==> src/rtl/uart_pkg.sv <==
// Shared UART definitions: FSM state encoding, default frame shape and a parity helper.
// Imported by both the transmitter and the receiver.
package uart_pkg;

  typedef enum logic [2:0] {
    IDLE   = 3'd0,
    ARM    = 3'd1,
    START  = 3'd2,
    DATA   = 3'd3,
    PARITY = 3'd4,
    STOP   = 3'd5
  } uart_state_e;

  localparam int UART_DATA_BITS  = 8;
  localparam int UART_PARITY_EN  = 0;
  localparam int UART_PARITY_ODD = 0;
  localparam int UART_STOP_BITS  = 1;

  // XOR of the low nbits of data, inverted for odd parity.
  function automatic logic parity_of(input logic [7:0] data, input int nbits, input logic odd);
    logic p;
    p = odd;
    for (int i = 0; i < 8; i++) begin
      if (i < nbits) p = p ^ data[i];
    end
    return p;
  endfunction

endpackage

==> src/rtl/uart_tx.sv <==
// UART transmitter: accepts one byte in IDLE and serialises start/data/parity/stop bits,
// advancing one bit per external baud tick. txd comes straight from a flop.
module uart_tx
  import uart_pkg::*;
#(
  parameter int DATA_BITS  = UART_DATA_BITS,
  parameter int PARITY_EN  = UART_PARITY_EN,
  parameter int PARITY_ODD = UART_PARITY_ODD,
  parameter int STOP_BITS  = UART_STOP_BITS
) (
  input  logic       clk,
  input  logic       rst,
  input  logic       tick,
  input  logic [7:0] tx_data,
  input  logic       tx_valid,
  output logic       tx_ready,
  output logic       txd,
  output logic       tx_busy,
  output logic       tx_done
);

  localparam logic [2:0] LAST_BIT  = 3'(DATA_BITS - 1);
  localparam logic       LAST_STOP = 1'(STOP_BITS - 1);

  uart_state_e state_q, state_d;
  logic [7:0]  shift_q, shift_d;
  logic [2:0]  bit_cnt_q, bit_cnt_d;
  logic        stop_cnt_q, stop_cnt_d;
  logic        parity_q, parity_d;
  logic        txd_q, txd_d;
  logic        done_q, done_d;

  always_ff @(posedge clk or posedge rst) begin
    if (rst) begin
      state_q    <= IDLE;
      shift_q    <= '0;
      bit_cnt_q  <= '0;
      stop_cnt_q <= 1'b0;
      parity_q   <= 1'b0;
      txd_q      <= 1'b1;
      done_q     <= 1'b0;
    end else begin
      state_q    <= state_d;
      shift_q    <= shift_d;
      bit_cnt_q  <= bit_cnt_d;
      stop_cnt_q <= stop_cnt_d;
      parity_q   <= parity_d;
      txd_q      <= txd_d;
      done_q     <= done_d;
    end
  end

  always_comb begin
    state_d    = state_q;
    shift_d    = shift_q;
    bit_cnt_d  = bit_cnt_q;
    stop_cnt_d = stop_cnt_q;
    parity_d   = parity_q;
    txd_d      = txd_q;
    done_d     = 1'b0;

    case (state_q)
      IDLE: begin
        txd_d = 1'b1;
        // Ticks are not looked at here, so a tick on the accept edge is dropped.
        if (tx_valid) begin
          shift_d    = tx_data;
          parity_d   = parity_of(tx_data, DATA_BITS, PARITY_ODD != 0);
          bit_cnt_d  = '0;
          stop_cnt_d = 1'b0;
          state_d    = ARM;
        end
      end
      ARM: begin
        if (tick) begin
          txd_d   = 1'b0;
          state_d = START;
        end
      end
      START: begin
        if (tick) begin
          txd_d     = shift_q[0];
          shift_d   = shift_q >> 1;
          bit_cnt_d = '0;
          state_d   = DATA;
        end
      end
      DATA: begin
        if (tick) begin
          if (bit_cnt_q == LAST_BIT) begin
            stop_cnt_d = 1'b0;
            if (PARITY_EN != 0) begin
              txd_d   = parity_q;
              state_d = PARITY;
            end else begin
              txd_d   = 1'b1;
              state_d = STOP;
            end
          end else begin
            txd_d     = shift_q[0];
            shift_d   = shift_q >> 1;
            bit_cnt_d = bit_cnt_q + 3'd1;
          end
        end
      end
      PARITY: begin
        if (tick) begin
          txd_d      = 1'b1;
          stop_cnt_d = 1'b0;
          state_d    = STOP;
        end
      end
      STOP: begin
        txd_d = 1'b1;
        if (tick) begin
          if (stop_cnt_q == LAST_STOP) begin
            done_d  = 1'b1;
            state_d = IDLE;
          end else begin
            stop_cnt_d = stop_cnt_q + 1'b1;
          end
        end
      end
      default: begin
        txd_d   = 1'b1;
        state_d = IDLE;
      end
    endcase
  end

  assign tx_ready = (state_q == IDLE);
  assign tx_busy  = (state_q != IDLE);
  assign txd      = txd_q;
  assign tx_done  = done_q;

endmodule

==> config.mk <==
export PLATFORM = sky130hd
export DESIGN_NAME = uart_tx
export DESIGN_NICKNAME = d
export VERILOG_FILES = /design/src/rtl/uart_pkg.sv /design/src/rtl/uart_tx.sv
export SDC_FILE = /design/constraint.sdc
export NUM_CORES = 1
export LEC_CHECK = 0
export ABC_AREA = 1
export CORE_MARGIN = 2
export CORE_UTILIZATION = 55
export CTS_CLUSTER_SIZE = 30
export DETAILED_ROUTE_END_ITERATION = 12
export PLACE_DENSITY = 0.82
export SETUP_SLACK_MARGIN = 0.4
export SLEW_MARGIN = 20
export SYNTH_ARGS = -nofsm -noshare
export SYNTH_HDL_FRONTEND = slang
export SYNTH_SLANG_ARGS = --single-unit
==> constraint.sdc <==
create_clock -name clk -period 4.4 [get_ports clk]
set_input_delay 0.88 -clock clk [delete_from_list [all_inputs] [get_ports clk]]
set_output_delay 0.88 -clock clk [all_outputs]
set_load 0.1 [all_outputs]
# After elaboration in Yosys (flattened, before gate mapping)
# Index checks and enable logic that the tools add are counted.
# W data, S select, Z words.
[classes]
n_addsub = 2
n_eq_ne = 15
muxes = 34
reduce_logical = 8
[op_table]
columns = ["operator", "count"]
rows = [
  ["$mux W3", 12],
  ["$mux W8", 4],
  ["$pmux W8 S3", 1],
  ["$ne A2 B2 Y1 const B", 9],
  ["$pmux W3 S6", 1],
  ["$mux W1", 13],
  ["$eq A3 B3 Y1 const B", 3],
  ["$pmux W3 S3", 1],
  ["$pmux W1 S4", 2],
  ["$reduce_and A8 Y1", 1],
  ["$eq A3 B2 Y1 const B", 2],
  ["$reduce_and A6 Y1", 1],
  ["$reduce_bool A3 Y1", 2],
  ["$reduce_and A5 Y1", 1],
  ["$reduce_and A4 Y1", 1],
  ["$reduce_bool A4 Y1", 1],
  ["$add A3 B1 Y3 const B", 1],
  ["$eq A3 B1 Y1 const B", 1],
  ["$logic_not A3 Y1", 1],
  ["$add A1 B1 Y1 const B", 1],
]
[totals]
reg_bits = 17
input_bits = 12
output_inout_bits = 4
word_cells = 65

# Logic depth before layout (Yosys ltp)
[depth]
depth_word = 4
depth_mapped = 10
mapped_depth_nobuf = 9

# Least setup slack after synthesis
# OpenSTA, ideal clock, no wires.
[synth_timing]
path_kind = "register to output"
startpoint = "register state_q[0]"
endpoint = "output port tx_busy"
arrival_time_ns = 2.918
required_time_ns = 3.520
slack_ns = 0.602
stages_incl_launch_ff = 5
n_path_buf = 0
cell_sequence = "dfrtp_1 > nor2_1 > inv_1 > nor2_1 > inv_1"
[synth_via]
elab_chain_cells = 1
[synth_lines]
columns = ["item", "line_no", "rtl"]
rows = [
  ["start: declaration", "uart_tx.sv:25", "uart_state_e state_q, state_d;"],
  ["start signal: assignment", "uart_tx.sv:43", "state_q <= state_d;"],
  ["$reduce_bool A3 Y1", "uart_tx.sv:132", "assign tx_busy = (state_q != IDLE);"],
  ["end: declaration", "uart_tx.sv:18", "output logic tx_busy,"],
]
# Every way passes these cells.

# Final worst setup path
[layout_timing]
startpoint = "register state_q[0]"
endpoint = "output port tx_ready"
[layout_via]
elab_chain_cells = 1
[layout_lines]
columns = ["item", "line_no", "rtl"]
rows = [
  ["$logic_not A3 Y1", "uart_tx.sv:131", "assign tx_ready = (state_q == IDLE);"],
  ["end: declaration", "uart_tx.sv:16", "output logic tx_ready,"],
]
# Every way passes these cells.

==> flow_summary.json <==
{
  "status": "complete, no violations",
  "initial_utilization": 0.604,
  "cp_max_fo": 6,
  "diodes": 0,
  "avgSynthCellArea_sq_um": 6.88,
  "synth_most_common_cell": "nand2_1",
  "hpwl_microns": 1240,
  "finalMaxSlewViolations": 0,
  "yosys-top-cells-area": "dfrtp_1, nand2_1, inv_1",
  "p_leak_nw": 0.631,
  "syn-num-nets": 151,
  "synth-seq-cells": 16,
  "synth-edff-count": 0,
  "cts_tree": "built",
  "coreArea_sq_mm": 0.00156,
  "final_core_util": 0.713,
  "area_growth_pct": 17.9,
  "postCtsHoldBufs": 0,
  "routed_wl_microns": 1680,
  "first_iter_violations": 17,
  "ios": 16,
  "hold_viol_final": 0,
  "dpl_cell_area_sq_mm": 0.00108,
  "antenna_found_initial": 0,
  "peakVddDrop_mv": 0.466,
  "finalSetupViolations": 0,
  "dieArea_sq_mm": 0.00206,
  "globalRouteMet2Util": 0.330,
  "holdWs_ns": 0.469,
  "synth_largest_area_cell": "dfrtp_1",
  "die_width_microns": 45.4,
  "crit_arrival_ns": 2.33,
  "gr-usage-met1": 0.259,
  "min_period_over_period": 0.729,
  "hold_depth": 2,
  "top_usage_layer": "met2",
  "power.density_mw_per_mm2": 763,
  "drc_errors": 0,
  "crit_path_end_kind": "primary output",
  "postRouteAntennaNets": 0,
  "layout.nets": 168,
  "async_reset_ff_frac": 1.00,
  "wl_per_cell_microns": 9.93,
  "hold_path_class": "reg -> reg",
  "grt_use_total": 0.196,
  "cts_setup_buffers": 0,
  "grt_max_degree": 17,
  "syn_inst": 137,
  "grtUsageMet3": 0.0357,
  "ys.flop_type": "dfrtp_1",
  "cts.sinks": 16,
  "cts_root_buffer": "clkbuf_4",
  "finalSetupTns_ns": 0,
  "placed_cells_incl_taps": 165,
  "maxSlewHeadroom": 0.359,
  "yosysSeqAreaShare": 0.426,
  "cts_buffers": 3,
  "grt_overflow": 0,
  "clock_skew_ns": 0.00629,
  "cap_violations": 0,
  "grt_pass1_wl_microns": 2930,
  "portBuffers": 15,
  "tightestPinTransition_ns": 0.959,
  "dr.pass1.iters": 4,
  "clockBufferDepth": 2,
  "yosys.cell_types.count": 19,
  "fin_crit_ns": 3.21,
  "nFillCells": 119,
  "stdcell_area_sq_mm": 0.00111,
  "htree_levels": 1,
  "startpoint_type": "flop",
  "max_freq_ghz": 0.312,
  "cts_resized": 0,
  "grt_pass1_vias": 703,
  "via_count": 834,
  "clk_pin_slew_worst_paths_ns": 0.09,
  "rsz0062_at_grt": "no",
  "worstRegToRegCells": 8,
  "synth_top_area_frac": 0.398,
  "clock_latency_ns": 0.28,
  "stdcell_count": 169,
  "row_count": 14,
  "place.gp.congestion": 0.904,
  "cp.required_ns": 3.52,
  "synth_area_sq_um": 942,
  "die_y_microns": 45.4,
  "synth-warning-count": 0,
  "yosys-top-cells-count": "nand2_1, dfrtp_1, inv_1, nor2_1, nand3_1",
  "viasPerCell": 4.93,
  "crit_type": "reg -> out",
  "drive_gt1_frac": 0.0980
}
## final timing paths
| path | startpoint | to | slack, ns |
|---|---|---|---|
| max | state_q[0] | tx_ready | 1.19 |
| min | txd | txd | 0.47 |
| max reg2reg | bit_cnt_q[0] | shift_q[6] | 2.62 |
| min reg2reg | txd | txd | 0.47 |
| max in group asynchronous | rst | shift_q[3] | 3.05 |
| min in group asynchronous | rst | shift_q[0] | 0.95 |
## placed cells by master, fill, tap and decap left out, types with 2 or more instances in the layout
cell type        instances
clkbuf_4                 3
ha_1                     2
nor2_2                   3
o21ai_0                  2
inv_2                    2
inv_1                   12
nand2_2                  3
nand3_1                  5
clkdlybuf4s50_1         15
nor2_1                   9
nand2_1                 74
dfrtp_1                 15
## where the power goes
part | internal [mW] | switching [mW] | leakage (nW) | total (mW)
registers | 0.209 | 0.0493 | 0.204 | 0.258
logic | 0.144 | 0.365 | 0.412 | 0.510
clock network | 0.0352 | 0.0449 | 0.0150 | 0.0801
## cell type report
class / count / area, sq um / share of cell area
clock buffer: 4 / 26.3 / 0.0236
sequential: 16 / 402 / 0.361
timing repair buffer: 15 / 150 / 0.135
multi-input combinational: 104 / 460 / 0.414
tap: 16 / 20.0 / 0.0180
inverter: 14 / 52.6 / 0.0473
## layer usage
layer / up-vias / share of wire
met5: - / 0
met4: 0 / 0
met2: 19 / 0.48
met3: 0 / 0.038
met1: 368 / 0.48
li1: 447 / -
## worst max-delay path: stages, from the launching register on
cell,delay (ns)
dfrtp_1,0.46
nor2_1,0.22
inv_1,0.09
nor2_1,0.12
clkdlybuf4s50_1,1.14
## sequential cells by signal, summed over array words and instances (netlist names)
| signal | count |
|---|---|
| bit_cnt_q | 3 |
| shift_q | 8 |
| tx_done | 1 |
| txd | 1 |
| state_q | 3 |
## cell families after synthesis
logic type / count (synthesis) / synth area share
simple gates: 99 / 0.444
fa+ha+maj: 2 / 0.0266
flops: 16 / 0.426
buf+inv: 17 / 0.0850
compound gates: 3 / 0.0186
## metrics by stage
stage | setup slack [ns] | power (mW)
4_1_cts | 1.19 | 0.856
5_1_grt | 1.05 | 0.920
3_5_place_dp | 1.51 | 0.774
6_report | 1.19 | 0.848
3_3_place_gp | 1.53 | 0.763
2_1_floorplan | 0.602 | 0.690
(Power assumes the default switching activity.)
